`src/rtl/mips_pkg.sv`:
```
// Purpose : shared types and constants for the multiply/divide unit.
// Latency : n/a (types only).
// Backpressure: n/a.
package mips_pkg;

  // MDU operation codes; 3'b111 is reserved and treated as NOP.
  typedef enum logic [2:0] {
    NOP   = 3'b000,
    MULT  = 3'b001,
    MULTU = 3'b010,
    DIV   = 3'b011,
    DIVU  = 3'b100,
    MTHI  = 3'b101,
    MTLO  = 3'b110
  } mdu_op_t;

  typedef enum logic [1:0] {
    IDLE,
    CALC,
    FIX
  } mdu_state_t;

  // Cycles from the accepting edge until the edge that writes HI/LO.
  localparam int MDU_LATENCY = 33;

endpackage

```
`src/rtl/mdu_hilo_if.sv`:
```
// Purpose : request/result bundle between the execute stage and the MDU.
// Latency : n/a (wires only).
// Backpressure: requester must hold off while busy is high.
// Ports   : start/op/op1/op2 from the pipeline; busy/done/hi/lo back to it.
interface mdu_hilo_if
  import mips_pkg::*;
#(
  parameter int XLEN = 32
);
  logic            start;
  mdu_op_t         op;
  logic [XLEN-1:0] op1;
  logic [XLEN-1:0] op2;
  logic            busy;
  logic            done;
  logic [XLEN-1:0] hi;
  logic [XLEN-1:0] lo;

  modport master (output start, op, op1, op2, input busy, done, hi, lo);
  modport slave  (input start, op, op1, op2, output busy, done, hi, lo);
endinterface

```
`src/rtl/mdu_iter_step.sv`:
```
// Purpose : one radix-2 iteration, shift-add multiply or restoring divide.
// Latency : combinational.
// Backpressure: none.
// Ports   : is_div selects mode; part is the {hi,lo} working value, operand is
//           multiplicand or divisor; next is the updated working value and qbit
//           the quotient bit (always 0 when multiplying).
module mdu_iter_step #(
  parameter int XLEN = 32
) (
  input  logic              is_div,
  input  logic [2*XLEN-1:0] part,
  input  logic [XLEN-1:0]   operand,
  output logic [2*XLEN-1:0] next,
  output logic              qbit
);

  logic [XLEN:0] sum;
  logic [XLEN:0] rem_sh;

  always_comb begin
    // Multiply: low half holds the remaining multiplier bits, LSB first.
    // The carry out of the add becomes the new top bit after the right shift.
    sum    = {1'b0, part[2*XLEN-1:XLEN]} + (part[0] ? {1'b0, operand} : '0);
    // Divide: partial remainder shifted left by one, taking the next dividend bit.
    rem_sh = part[2*XLEN-1:XLEN-1];
    qbit   = 1'b0;
    next   = {sum, part[XLEN-1:1]};
    if (is_div) begin
      qbit = (rem_sh >= {1'b0, operand});
      // When subtracting, the true difference is below the divisor, so it fits
      // in XLEN bits and the wrapped XLEN-bit subtraction is exact.
      // The quotient bit slot is left 0 here and OR-ed in by the caller.
      next = {qbit ? (rem_sh[XLEN-1:0] - operand) : rem_sh[XLEN-1:0],
              part[XLEN-2:0], 1'b0};
    end
  end

endmodule

```
`src/rtl/mdu_hilo.sv`:
```
// Purpose : iterative multiply/divide unit owning the architectural HI/LO registers.
// Latency : mult/div write HI/LO 33 edges after the accepting edge; MTHI/MTLO at that edge.
// Backpressure: busy high while iterating; any start during busy is dropped.
// Ports   : clk, reset (sync, active-high), bus (slave side of mdu_hilo_if).
module mdu_hilo
  import mips_pkg::*;
#(
  parameter int XLEN = 32,
  parameter int ITER = 32
) (
  input logic        clk,
  input logic        reset,
  mdu_hilo_if.slave  bus
);

  localparam int CW = $clog2(ITER) + 1;

  mdu_state_t        state;
  logic [CW-1:0]     cnt;
  logic [2*XLEN-1:0] part;
  logic [XLEN-1:0]   operand;
  logic [XLEN-1:0]   dividend;
  logic              is_div;
  logic              neg_q;
  logic              neg_r;
  logic              div_zero;
  logic              busy_q;
  logic              done_q;
  logic [XLEN-1:0]   hi_q;
  logic [XLEN-1:0]   lo_q;

  // Operand preparation at the accepting edge.
  logic              op_signed;
  logic              op_div;
  logic              op_iter;
  logic              a_neg;
  logic              b_neg;
  logic [XLEN-1:0]   abs_a;
  logic [XLEN-1:0]   abs_b;

  always_comb begin
    op_signed = (bus.op == MULT) || (bus.op == DIV);
    op_div    = (bus.op == DIV)  || (bus.op == DIVU);
    op_iter   = op_div || (bus.op == MULT) || (bus.op == MULTU);
    a_neg     = op_signed && bus.op1[XLEN-1];
    b_neg     = op_signed && bus.op2[XLEN-1];
    // -0x80000000 wraps to 0x80000000, which is the correct unsigned magnitude.
    abs_a     = a_neg ? -bus.op1 : bus.op1;
    abs_b     = b_neg ? -bus.op2 : bus.op2;
  end

  logic [2*XLEN-1:0] step_next;
  logic              step_qbit;

  mdu_iter_step #(.XLEN(XLEN)) u_step (
    .is_div  (is_div),
    .part    (part),
    .operand (operand),
    .next    (step_next),
    .qbit    (step_qbit)
  );

  // Sign correction applied to the final working value in FIX.
  logic [2*XLEN-1:0] prod_fix;
  logic [XLEN-1:0]   hi_new;
  logic [XLEN-1:0]   lo_new;

  always_comb begin
    prod_fix = neg_q ? -part : part;
    hi_new   = prod_fix[2*XLEN-1:XLEN];
    lo_new   = prod_fix[XLEN-1:0];
    if (is_div) begin
      if (div_zero) begin
        hi_new = dividend;
        lo_new = '1;
      end else begin
        lo_new = neg_q ? -part[XLEN-1:0] : part[XLEN-1:0];
        hi_new = neg_r ? -part[2*XLEN-1:XLEN] : part[2*XLEN-1:XLEN];
      end
    end
  end

  always_ff @(posedge clk) begin
    if (reset) begin
      state    <= IDLE;
      cnt      <= '0;
      part     <= '0;
      operand  <= '0;
      dividend <= '0;
      is_div   <= 1'b0;
      neg_q    <= 1'b0;
      neg_r    <= 1'b0;
      div_zero <= 1'b0;
      busy_q   <= 1'b0;
      done_q   <= 1'b0;
      hi_q     <= '0;
      lo_q     <= '0;
    end else begin
      done_q <= 1'b0;
      case (state)
        IDLE: begin
          if (bus.start) begin
            if (op_iter) begin
              // Divide keeps the dividend in the low half to be shifted out;
              // multiply keeps the multiplier there.
              part     <= {{XLEN{1'b0}}, op_div ? abs_a : abs_b};
              operand  <= op_div ? abs_b : abs_a;
              dividend <= bus.op1;
              is_div   <= op_div;
              neg_q    <= a_neg ^ b_neg;
              neg_r    <= a_neg;
              div_zero <= op_div && (bus.op2 == '0);
              cnt      <= '0;
              busy_q   <= 1'b1;
              state    <= CALC;
            end else if (bus.op == MTHI) begin
              hi_q <= bus.op1;
            end else if (bus.op == MTLO) begin
              lo_q <= bus.op1;
            end
          end
        end
        CALC: begin
          part <= step_next | {{(2*XLEN-1){1'b0}}, step_qbit};
          cnt  <= cnt + 1'b1;
          if (cnt == CW'(ITER - 1)) begin
            state <= FIX;
          end
        end
        FIX: begin
          hi_q   <= hi_new;
          lo_q   <= lo_new;
          done_q <= 1'b1;
          busy_q <= 1'b0;
          state  <= IDLE;
        end
        default: state <= IDLE;
      endcase
    end
  end

  assign bus.busy = busy_q;
  assign bus.done = done_q;
  assign bus.hi   = hi_q;
  assign bus.lo   = lo_q;

endmodule

```
`src/flat_wrapper.sv`:
```
// flat-port wrapper written by rule: the top's interface ports become plain ports
module mdu_hilo_flat import mips_pkg::*;
#(
  parameter int XLEN = 32,
  parameter int ITER = 32
)
  (clk, reset, bus_start, bus_op, bus_op1, bus_op2, bus_busy, bus_done, bus_hi, bus_lo);
  mdu_hilo_if #(.XLEN(XLEN)) bus_i ();
  input logic clk;
  input logic reset;
  input wire logic [$bits(bus_i.start)-1:0] bus_start;
  input wire logic [$bits(bus_i.op)-1:0] bus_op;
  input wire logic [$bits(bus_i.op1)-1:0] bus_op1;
  input wire logic [$bits(bus_i.op2)-1:0] bus_op2;
  output wire logic [$bits(bus_i.busy)-1:0] bus_busy;
  output wire logic [$bits(bus_i.done)-1:0] bus_done;
  output wire logic [$bits(bus_i.hi)-1:0] bus_hi;
  output wire logic [$bits(bus_i.lo)-1:0] bus_lo;
  assign bus_i.start = bus_start;
  assign bus_i.op = bus_op;
  assign bus_i.op1 = bus_op1;
  assign bus_i.op2 = bus_op2;
  assign bus_busy = bus_i.busy;
  assign bus_done = bus_i.done;
  assign bus_hi = bus_i.hi;
  assign bus_lo = bus_i.lo;
  mdu_hilo #(.XLEN(XLEN), .ITER(ITER)) u_core (.clk(clk), .reset(reset), .bus(bus_i));
endmodule
```
`config.mk`:
```
export PLATFORM = sky130hd
export DESIGN_NAME = mdu_hilo_flat
export DESIGN_NICKNAME = d
export VERILOG_FILES = /design/src/rtl/mips_pkg.sv /design/src/rtl/mdu_hilo_if.sv /design/src/rtl/mdu_iter_step.sv /design/src/rtl/mdu_hilo.sv /design/src/flat_wrapper.sv
export SDC_FILE = /design/constraint.sdc
export NUM_CORES = 1
export LEC_CHECK = 0
export CELL_PAD_IN_SITES_DETAIL_PLACEMENT = 0
export CELL_PAD_IN_SITES_GLOBAL_PLACEMENT = 1
export CORE_ASPECT_RATIO = 1.5
export CORE_MARGIN = 4
export CORE_UTILIZATION = 40
export CTS_CLUSTER_DIAMETER = 30
export CTS_CLUSTER_SIZE = 16
export DETAILED_ROUTE_END_ITERATION = 16
export PLACE_DENSITY = 0.78
export SLEW_MARGIN = 15
export SYNTH_ARGS = -nofsm -noshare
export SYNTH_HDL_FRONTEND = slang
export SYNTH_SLANG_ARGS = --single-unit
```
`constraint.sdc`:
```
create_clock -name clk -period 3.7 [get_ports clk]
set_input_delay 0.74 -clock clk [delete_from_list [all_inputs] [get_ports clk]]
set_output_delay 0.74 -clock clk [all_outputs]
set_load 0.02 [all_outputs]
```
==> run summary, run 1 <==
Peak supply drop: 0.339 mV
area grow syn2layout: 26.8%
outcome: finished clean
drt pass-1 iters: 6
first-pass GRT wire length: 116 mm
Seq pwr share: 27.7%
Crit. End Element: flop
largest net degree at the start of global routing: 58
data required time of the worst path: 4.11 ns
synthesized area: 16800 um2
Reg area: 4130 um2
PD cells: 423 nW/um2
Worst Hold Class: flop to flop
Post-synth EDFFs: 0
DIE HEIGHT: 259 um
Routability Congestion: 1.00
final hold vios: 0
synthesized instance count: 2376
DPL Wire Length: 60.2 mm
worst slew pin tran: 1.15 ns
# DRC: 0
NetSw: 3.13 mW
Max Freq: 0.282 GHz
DR WL/cell: 24.4 um
Starting Density: 40.7%
Pins Over Slew Limit: 0
CTS Buf Count: 41
RSZ-0062 raised after global routing: no
Int Power: 5.88 mW
top-level port count: 136
Rel. slew slack: 23.1%
CTS tree: yes
met2 routed WL: 38.0 mm
WL final: 77.7 mm
syn nets: 2517
Yosys Warn Count: 0
hold_buf cts: 0
FFs w/ async S/R, synth: 0%
Synth Flop Type: dfxtp_1
Final #Nets: 2730
root buffer cell: clkbuf_16
fin crit share: 95.7%
fillcell total: 4083
largest cells by area after synthesis: dfxtp_1 (25%), a21oi_1 (8.1%), nand2_1 (7.4%)
sequential share of the synthesized area: 24.5%
gr usage total: 32.8%
Seq cells post-synth: 206
vias in the first global route: 19.0k
clock tree sinks: 206
Worst R2R Setup Slack: 0.16 ns
Port Buf Inserts: 135
cts repair resizes: 0
Final min period: 3.54 ns
Die Span X: 175 um
min setup slack post-route: 0.158 ns
clock slew at reported path FFs: 0.05 ns
total core area: 41300 um2
Vias: 19.6k
sw frac: 34.8%
Worst-Skew Late Latency: 0.54 ns
count leader, synth: nand2_1
top cell type's share of synthesized area: 24.5%
CP Data Arrival Time: 3.95 ns
fin area: 21300 um2
type of origin of the critical path: flop
Mapped Avg Cell Area: 7.07 um2
Max-Cap Viols: 0
Cell variety after synth: 77
Worst Skew: 0.0247 ns
Met3 Routed Length: 4.48 mm
Cell Area, Placed: 19900 um2
Fin Hold WS: 0.451 ns
WL met1: 28.0 mm
via/cell ratio: 6.17
GRT overflow: 0
CP Class: flop to flop
# rows: 91
final antenna-violating net count: 0
Core Util, Final: 51.5%
Setup Viol. Count Final: 0
Max Root-Sink Buffers: 3
dominant cell type by area after synthesis: dfxtp_1
pre-CTS setup slack: -0.122 ns
Non-Filler Instances: 3179
die area: 45400 um2
Post-synth top cells: nand2_1 (331), a21oi_1 (272), nor2_1 (232), dfxtp_1 (206), clkbuf_1 (161)
initial antenna violation count: 1
Gate power share: 29.4%
Worst Path Max Fanout: 7
Initial DRC Count: 1861
top layer reached by signal wires: met4
Inst Count DP: 3104
Multi-input gate area: 11800 um2
CTS H-Tree Depth: 2
layout cells sized above 1: 12.5%
post-CTS setup repair buffer count: 0
Clock power frac: 42.9%
n_diodes: 0
leakage: 8.35 nW
state kept, by name, indices dropped and copies added, names as in the netlist:
signal           flops
u_core.neg_q         1
u_core.bus.done      1
u_core.dividend     32
u_core.is_div        1
u_core.part         64
u_core.state         2
u_core.operand      32
u_core.bus.busy      1
u_core.bus.hi       32
u_core.cnt           6
u_core.bus.lo       32
u_core.neg_r         1
u_core.div_zero      1
logic make-up after synthesis:
logic type / after synthesis / share of synthesized area (%)
fa+ha+maj: 71 / 5.38
xor+xnor: 166 / 8.65
simple gates: 850 / 23.1
buf+inv: 249 / 5.66
flops: 206 / 24.5
mux: 61 / 3.68
compound gates: 773 / 29.0
area by class of cell:
| type | count | share of cell area [%] |
|---|---|---|
| Tap cell | 558 | 3.28 |
| Sequential cell | 206 | 19.4 |
| Inverter | 71 | 1.25 |
| Multi-Input combinational cell | 1921 | 55.3 |
| Clock buffer | 52 | 5.44 |
| Clock inverter | 23 | 1.30 |
| Timing Repair Buffer | 348 | 14.1 |
critical path, stage by stage (launching register included):
cell and delay (ns):
dfxtp_1 0.32, buf_4 0.18, and2_1 0.14, ha_1 0.19
inv_1 0.07, fa_1 0.38, nand2b_1 0.20, a21oi_1 0.28
nor4_2 0.10, nor4_1 0.34, buf_4 0.22, o211a_1 0.23
buf_4 0.14, o41ai_1 0.07, xor2_1 0.16, nand2_1 0.12
a32o_1 0.28
placed cells by master (no fill, tap or decap), types with 9 or more instances in the layout:
master,synthesis,layout
or2_2,9,9
a22oi_1,26,26
nor3_1,59,59
o21a_1,14,13
nand2_1,331,330
o22ai_1,19,19
o31ai_1,22,22
nor2_1,232,229
o21ai_0,157,155
and2_1,9,9
mux2i_1,55,55
or3_1,23,23
clkdlybuf4s50_1,0,134
inv_1,68,68
o211ai_1,31,31
and3_1,17,17
nor4_1,18,17
a211oi_1,43,43
a31oi_1,18,18
nor2b_1,12,11
or4_1,18,18
o41ai_1,13,13
buf_4,0,210
dfxtp_1,206,204
o21bai_1,19,19
nand2b_1,17,16
o221ai_1,41,41
clkbuf_16,0,42
xor2_1,51,51
a21o_1,25,25
a21oi_1,272,272
nand4_1,22,22
a311oi_1,13,13
xnor2_1,115,115
nand3_1,58,58
ha_1,69,69
power groups by stage:
stage / logic [mW] / clock network (mW) / registers [mW]
after floorplan: 1.54 / 0 / 2.51
after global placement: 2.56 / 0 / 2.53
after detailed placement: 2.58 / 0 / 2.53
after CTS: 2.59 / 3.89 / 2.49
after global routing: 2.82 / 4.00 / 2.50
final: 2.65 / 3.86 / 2.50
path summary, 6_finish.rpt:
path | cells after the start | endpoint | from
hold / removal | 2 | u_core.operand[19] | u_core.operand[19]
setup reg to reg | 16 | u_core.part[57] | u_core.part[0]
hold reg to reg | 2 | u_core.operand[19] | u_core.operand[19]
setup / recovery | 16 | u_core.part[57] | u_core.part[0]
layer usage:
metal / track usage, % / vias up
met5: 0 / -
met4: 24.6 / 0
met3: 3.95 / 302
met2: 57.6 / 900
met1: 35.9 / 9372
li1: - / 9034
metrics by stage:
stage	TNS (ns)	power, mW
final	0	9.01
after global routing	0	9.32
after CTS	0	8.97
after detailed placement	-0.155	5.11
after global placement	-0.198	5.09
after floorplan	0	4.04
Note: power is estimated with default switching activity, not from simulation.
==> run 2, diff against run 1 <==
--- a/config.mk
+++ b/config.mk
@@ -9,11 +9,11 @@
 export CELL_PAD_IN_SITES_GLOBAL_PLACEMENT = 1
 export CORE_ASPECT_RATIO = 1.5
 export CORE_MARGIN = 4
-export CORE_UTILIZATION = 40
+export CORE_UTILIZATION = 27
 export CTS_CLUSTER_DIAMETER = 30
 export CTS_CLUSTER_SIZE = 16
 export DETAILED_ROUTE_END_ITERATION = 16
-export PLACE_DENSITY = 0.78
+export PLACE_DENSITY = 0.57
 export SLEW_MARGIN = 15
 export SYNTH_ARGS = -nofsm -noshare
 export SYNTH_HDL_FRONTEND = slang
==> run 2 against run 1 <==
  * Setup slack worse by 0.065 ns
  * Largest power group unchanged
  * Die area increased by 46%
  * Sequential power about the same
  * Critical path depth shrank 6
  * Register-to-register slack lost 0.07 ns
  * Hold slack lost 0.12 ns
  * Total power grew 21%
  * Cell area is 5.8% higher
  * Highest routed layer unchanged
  * First-iteration DRC count down 23%
==> run summary, run 2 (synthesis results as in run 1) <==
Largest Register: u_core.part
fillcell total: 6626
Max Freq: 0.277 GHz
WL met1: 32.1 mm
Pins Over Slew Limit: 0
Worst Skew: 0.0261 ns
largest net degree at the start of global routing: 92
Worst Hold Class: primary input to flop
Non-Filler Instances: 3464
CTS tree: yes
CP Data Arrival Time: 4.15 ns
vias in the first global route: 19.7k
Inst Count DP: 3360
layout cells sized above 1: 14.2%
Routability Congestion: 0.950
R2R Path End: u_core.bus.hi[13]
initial antenna violation count: 0
# rows: 111
leakage: 8.81 nW
hold_buf cts: 0
gr usage total: 25.8%
Fin Hold WS: 0.334 ns
WL final: 88.8 mm
n_diodes: 0
Reg area: 4130 um2
via/cell ratio: 5.62
CTS H-Tree Depth: 2
worst reg2reg startpoint: u_core.part[35]
Final min period: 3.61 ns
Met3 Routed Length: 4.38 mm
Die Span X: 212 um
Worst Path Max Fanout: 10
data required time of the worst path: 4.25 ns
Cell Area, Placed: 20400 um2
clock slew at reported path FFs: 0.05 ns
CP Capture Point: u_core.bus.hi[13]
outcome: finished clean
top layer reached by signal wires: met4
worst slew pin tran: 1.09 ns
DPL Wire Length: 69.4 mm
Vias: 19.5k
Worst-Skew Late Latency: 0.62 ns
final antenna-violating net count: 0
Core Util, Final: 36.7%
met2 routed WL: 45.8 mm
hold_sp: reset
Crit. End Element: flop
Setup crit start: u_core.part[35]
R2R cell count: 10
total chip power: 10.9 mW
Port Buf Inserts: 135
CTS Buf Count: 55
root buffer cell: clkbuf_16
CP Class: flop to flop
Peak supply drop: 0.320 mV
die area: 66400 um2
type of origin of the critical path: flop
Setup Total Neg Slack: 0 ns
Multi-input gate area: 11800 um2
GRT overflow: 0
Starting Density: 27.4%
RSZ-0062 raised after global routing: no
min setup slack post-route: 0.0926 ns
fin area: 22500 um2
DIE HEIGHT: 314 um
Final #Nets: 2767
Initial DRC Count: 1435
max reg flops: 64
first-pass GRT wire length: 129 mm
top-level port count: 136
Setup Viol. Count Final: 0
area grow syn2layout: 34.1%
clock tree sinks: 206
fin crit share: 97.5%
Max-Cap Viols: 0
pre-CTS setup slack: -0.227 ns
DR WL/cell: 25.6 um
PD cells: 484 nW/um2
Max Root-Sink Buffers: 3
Worst R2R Setup Slack: 0.09 ns
commonest non-fill, non-tap cell in the layout: nand2_1
drt pass-1 iters: 5
total core area: 61400 um2
# DRC: 0
Rel. slew slack: 27.5%
final hold vios: 0
post-CTS setup repair buffer count: 0
commonest non-fill, non-tap cells in the layout: nand2_1 (330), a21oi_1 (272), nor2_1 (229), buf_4 (228), dfxtp_1 (204)
==> run 2: where the power goes <==
| group | total (mW) | internal, mW | switching, mW | leakage [nW] |
|---|---|---|---|---|
| logic | 2.77 | 1.06 | 1.71 | 6.10 |
| clock network | 5.62 | 3.93 | 1.69 | 1.03 |
| registers | 2.51 | 2.36 | 0.151 | 1.68 |
| total | 10.9 | 7.34 | 3.56 | 8.81 |
==> run 2: critical path: stages (launching register included) <==
cell and delay, ns:
dfxtp_1 0.33, buf_4 0.19, or4_1 0.60, or3_1 0.49, or3_1 0.46, o31ai_2 0.30, nor2_1 0.09, o21bai_1 0.16
a21oi_1 0.48, o221ai_1 0.27, a21oi_1 0.16
==> run 2: cell type report <==
class,instances,area share [%]
multi-input combinational,1921,52.3
clock inverter,38,2.93
inverter,71,1.18
timing repair buffer,371,14.3
clock buffer,66,6.60
sequential,206,18.3
tap,791,4.39
==> run 2: timing repair <==
item	4_1_cts	5_1_grt
gates cloned	0	0
endpoints found under the setup margin	1	3
pin swaps	0	0
gates resized for setup	1	2
==> run 2: how the worst min path moves through the flow <==
stage	endpoint	slack, ns	cells past startpoint
after global routing	u_core.dividend[1]	0.32	2
final	u_core.dividend[1]	0.33	2
after detailed placement	u_core.bus.lo[5]	0.44	2
after global placement	u_core.dividend[12]	0.44	2
after floorplan	u_core.dividend[19]	0.43	2
after CTS	u_core.dividend[1]	0.30	2
==> run 2: routing by layer <==
metal / track usage, % / vias to the layer above
li1: - / 9128
met3: 3.39 / 212
met2: 47.2 / 699
met4: 16.3 / 0
met5: 0 / -
met1: 27.7 / 9424
==> run 3, diff against run 2 <==
==> constraint.sdc (replaced) <==
create_clock -name clk -period 3.7 [get_ports clk]
set_input_delay 1.11 -clock clk [delete_from_list [all_inputs] [get_ports clk]]
set_output_delay 1.11 -clock clk [all_outputs]
set_load 0.02 [all_outputs]
==> run 3 against run 2 <==
  * Largest cell class unchanged
  * Register-to-register slack improved by 0.06 ns
  * Via count barely moved
  * Clock skew about the same
  * First-iteration DRC count down 14%
  * Sequential share of layout area about the same
  * Hold slack improved by 0.11 ns
  * Maximum frequency up 1.6%
  * Combinational power is essentially flat
==> run summary, run 3 (synthesis results as in run 1) <==
outcome: finished clean
post-CTS setup repair buffer count: 0
largest net degree at the start of global routing: 78
CP Class: flop to flop
PD cells: 456 nW/um2
clock tree sinks: 206
crit path cell chain: inv_1, buf_12, nor2_1, ha_1, a21oi_2, buf_4, o21bai_1, a21oi_1, o21ai_0, or4_1, o21ai_1, o211ai_1, a22oi_1, a21oi_1
DPL Wire Length: 68.5 mm
drt pass-1 iters: 6
R2R cell count: 14
Vias: 19.5k
commonest non-fill, non-tap cells in the layout: nand2_1 (330), a21oi_1 (271), buf_4 (245), nor2_1 (228), dfxtp_1 (204)
final antenna-violating net count: 0
commonest non-fill, non-tap cell in the layout: nand2_1
sw frac: 33.8%
DR WL/cell: 25.1 um
Initial DRC Count: 1234
final hold vios: 0
Peak supply drop: 0.351 mV
Cell Area, Placed: 20600 um2
initial antenna violation count: 1
pre-CTS setup slack: -0.536 ns
root buffer cell: clkbuf_16
gr usage total: 25.4%
hold path cells: 2
area grow syn2layout: 34.0%
total chip power: 10.3 mW
Gate power share: 26.8%
die area: 66400 um2
Inst Count DP: 3380
Largest Register: u_core.part
Max Root-Sink Buffers: 3
Setup Total Neg Slack: 0 ns
Max Freq: 0.282 GHz
WP buf/inv: 3
Starting Density: 27.4%
via/cell ratio: 5.60
CTS Buf Count: 53
Final min period: 3.55 ns
Most Frequent Cell on Critical Path: a21oi_1
CP peak stage delay: 0.52 ns
total core area: 61400 um2
Non-Filler Instances: 3477
Final #Nets: 2785
GRT overflow: 0
data required time of the worst path: 4.17 ns
CP Data Arrival Time: 4.03 ns
fin area: 22500 um2
layout cells sized above 1: 14.8%
Rel. slew slack: 38.2%
Worst-Skew Late Latency: 0.60 ns
top-level port count: 136
CTS H-Tree Depth: 2
Worst Path Max Fanout: 31
worst slew pin tran: 0.927 ns
NetSw: 3.47 mW
Die Span X: 212 um
max reg flops: 64
leakage: 8.79 nW
CTS tree: yes
min setup slack post-route: 0.148 ns
# DRC: 0
RSZ-0062 raised after global routing: no
Port Buf Inserts: 135
# rows: 111
fillcell total: 6610
first-pass GRT wire length: 128 mm
Worst Skew: 0.0265 ns
Clock power frac: 48.8%
Worst Hold Class: flop to flop
Max-Cap Viols: 0
Int Power: 6.79 mW
slowest CP cell: or4_1
n_diodes: 0
Pins Over Slew Limit: 0
Routability Congestion: 0.950
Crit. End Element: flop
Seq pwr share: 24.4%
fin crit share: 96.0%
WL final: 87.2 mm
Stages on worst setup path: 14
vias in the first global route: 19.9k
type of origin of the critical path: flop
Setup Viol. Count Final: 0
CP top delay family: compound AO/OA/AOI/OAI gates
clock slew at reported path FFs: 0.05 ns
DIE HEIGHT: 314 um
==> run 3: changes by cell type in the layout (fill, tap and decap cells not counted), moves of 2 or more <==
cell,previous run,this run
buf_4,228,245
clkbuf_8,7,0
clkinvlp_4,6,13
bufinv_16,15,10
buf_12,8,11
clkbuf_1,4,2
clkinv_2,2,4
inv_16,2,0
==> run 3: metal layers <==
layer	up-vias	track usage (%)	wire length, um
met5	-	0	0
met4	0	16.6	6930
met3	241	2.54	3490
met2	690	46.3	44400
met1	9377	27.5	32300
li1	9158	-	-
==> run 3: repair_timing <==
item	4_1_cts	5_1_grt
hold buffers	0	0
endpoints found under the setup margin	1	8
resized for setup	1	6
cloned	0	0
==> run 3: worst paths after layout <==
check                    start           endpoint  slack, ns
max             u_core.part[0]    u_core.part[63]       0.15
min          u_core.operand[4]  u_core.operand[4]       0.45
max reg2reg     u_core.part[0]    u_core.part[63]       0.15
min reg2reg  u_core.operand[4]  u_core.operand[4]       0.45
==> run 3: area by class of cell <==
class	count	area [um2]	area share, %
Multi-Input combinational cell	1921	11800	52.4
Sequential cell	206	4130	18.3
Timing Repair Buffer	391	3410	15.2
Clock buffer	56	1360	6.04
Tap cell	791	990	4.40
Clock inverter	41	562	2.50
Inverter	71	267	1.18
==> run 3: worst reg2reg max path, stage by stage, from the launching register on <==
cell and delay (ns):
dfxtp_1 0.45, inv_1 0.11, buf_12 0.18, nor2_1 0.14, ha_1 0.26, a21oi_2 0.27, buf_4 0.17, o21bai_1 0.06
a21oi_1 0.23, o21ai_0 0.27, or4_1 0.52, o21ai_1 0.28, o211ai_1 0.20, a22oi_1 0.22, a21oi_1 0.07
==> run 3: through the flow <==
step	hold WS, ns	utilization (%)
5_1_grt	0.465	36.7
6_report	0.448	36.7
3_3_place_gp	0.440	33.5
4_1_cts	0.452	36.6
2_1_floorplan	0.431	-
3_5_place_dp	0.444	33.5
==> run 3: power groups by stage <==
| stage | sequential, mW | clock (mW) | combinational (mW) |
|---|---|---|---|
| after floorplan | 2.51 | 0 | 1.54 |
| after global placement | 2.54 | 0 | 2.71 |
| after detailed placement | 2.54 | 0 | 2.71 |
| after CTS | 2.49 | 5.08 | 2.73 |
| after global routing | 2.51 | 5.18 | 2.95 |
| final | 2.50 | 5.01 | 2.75 |
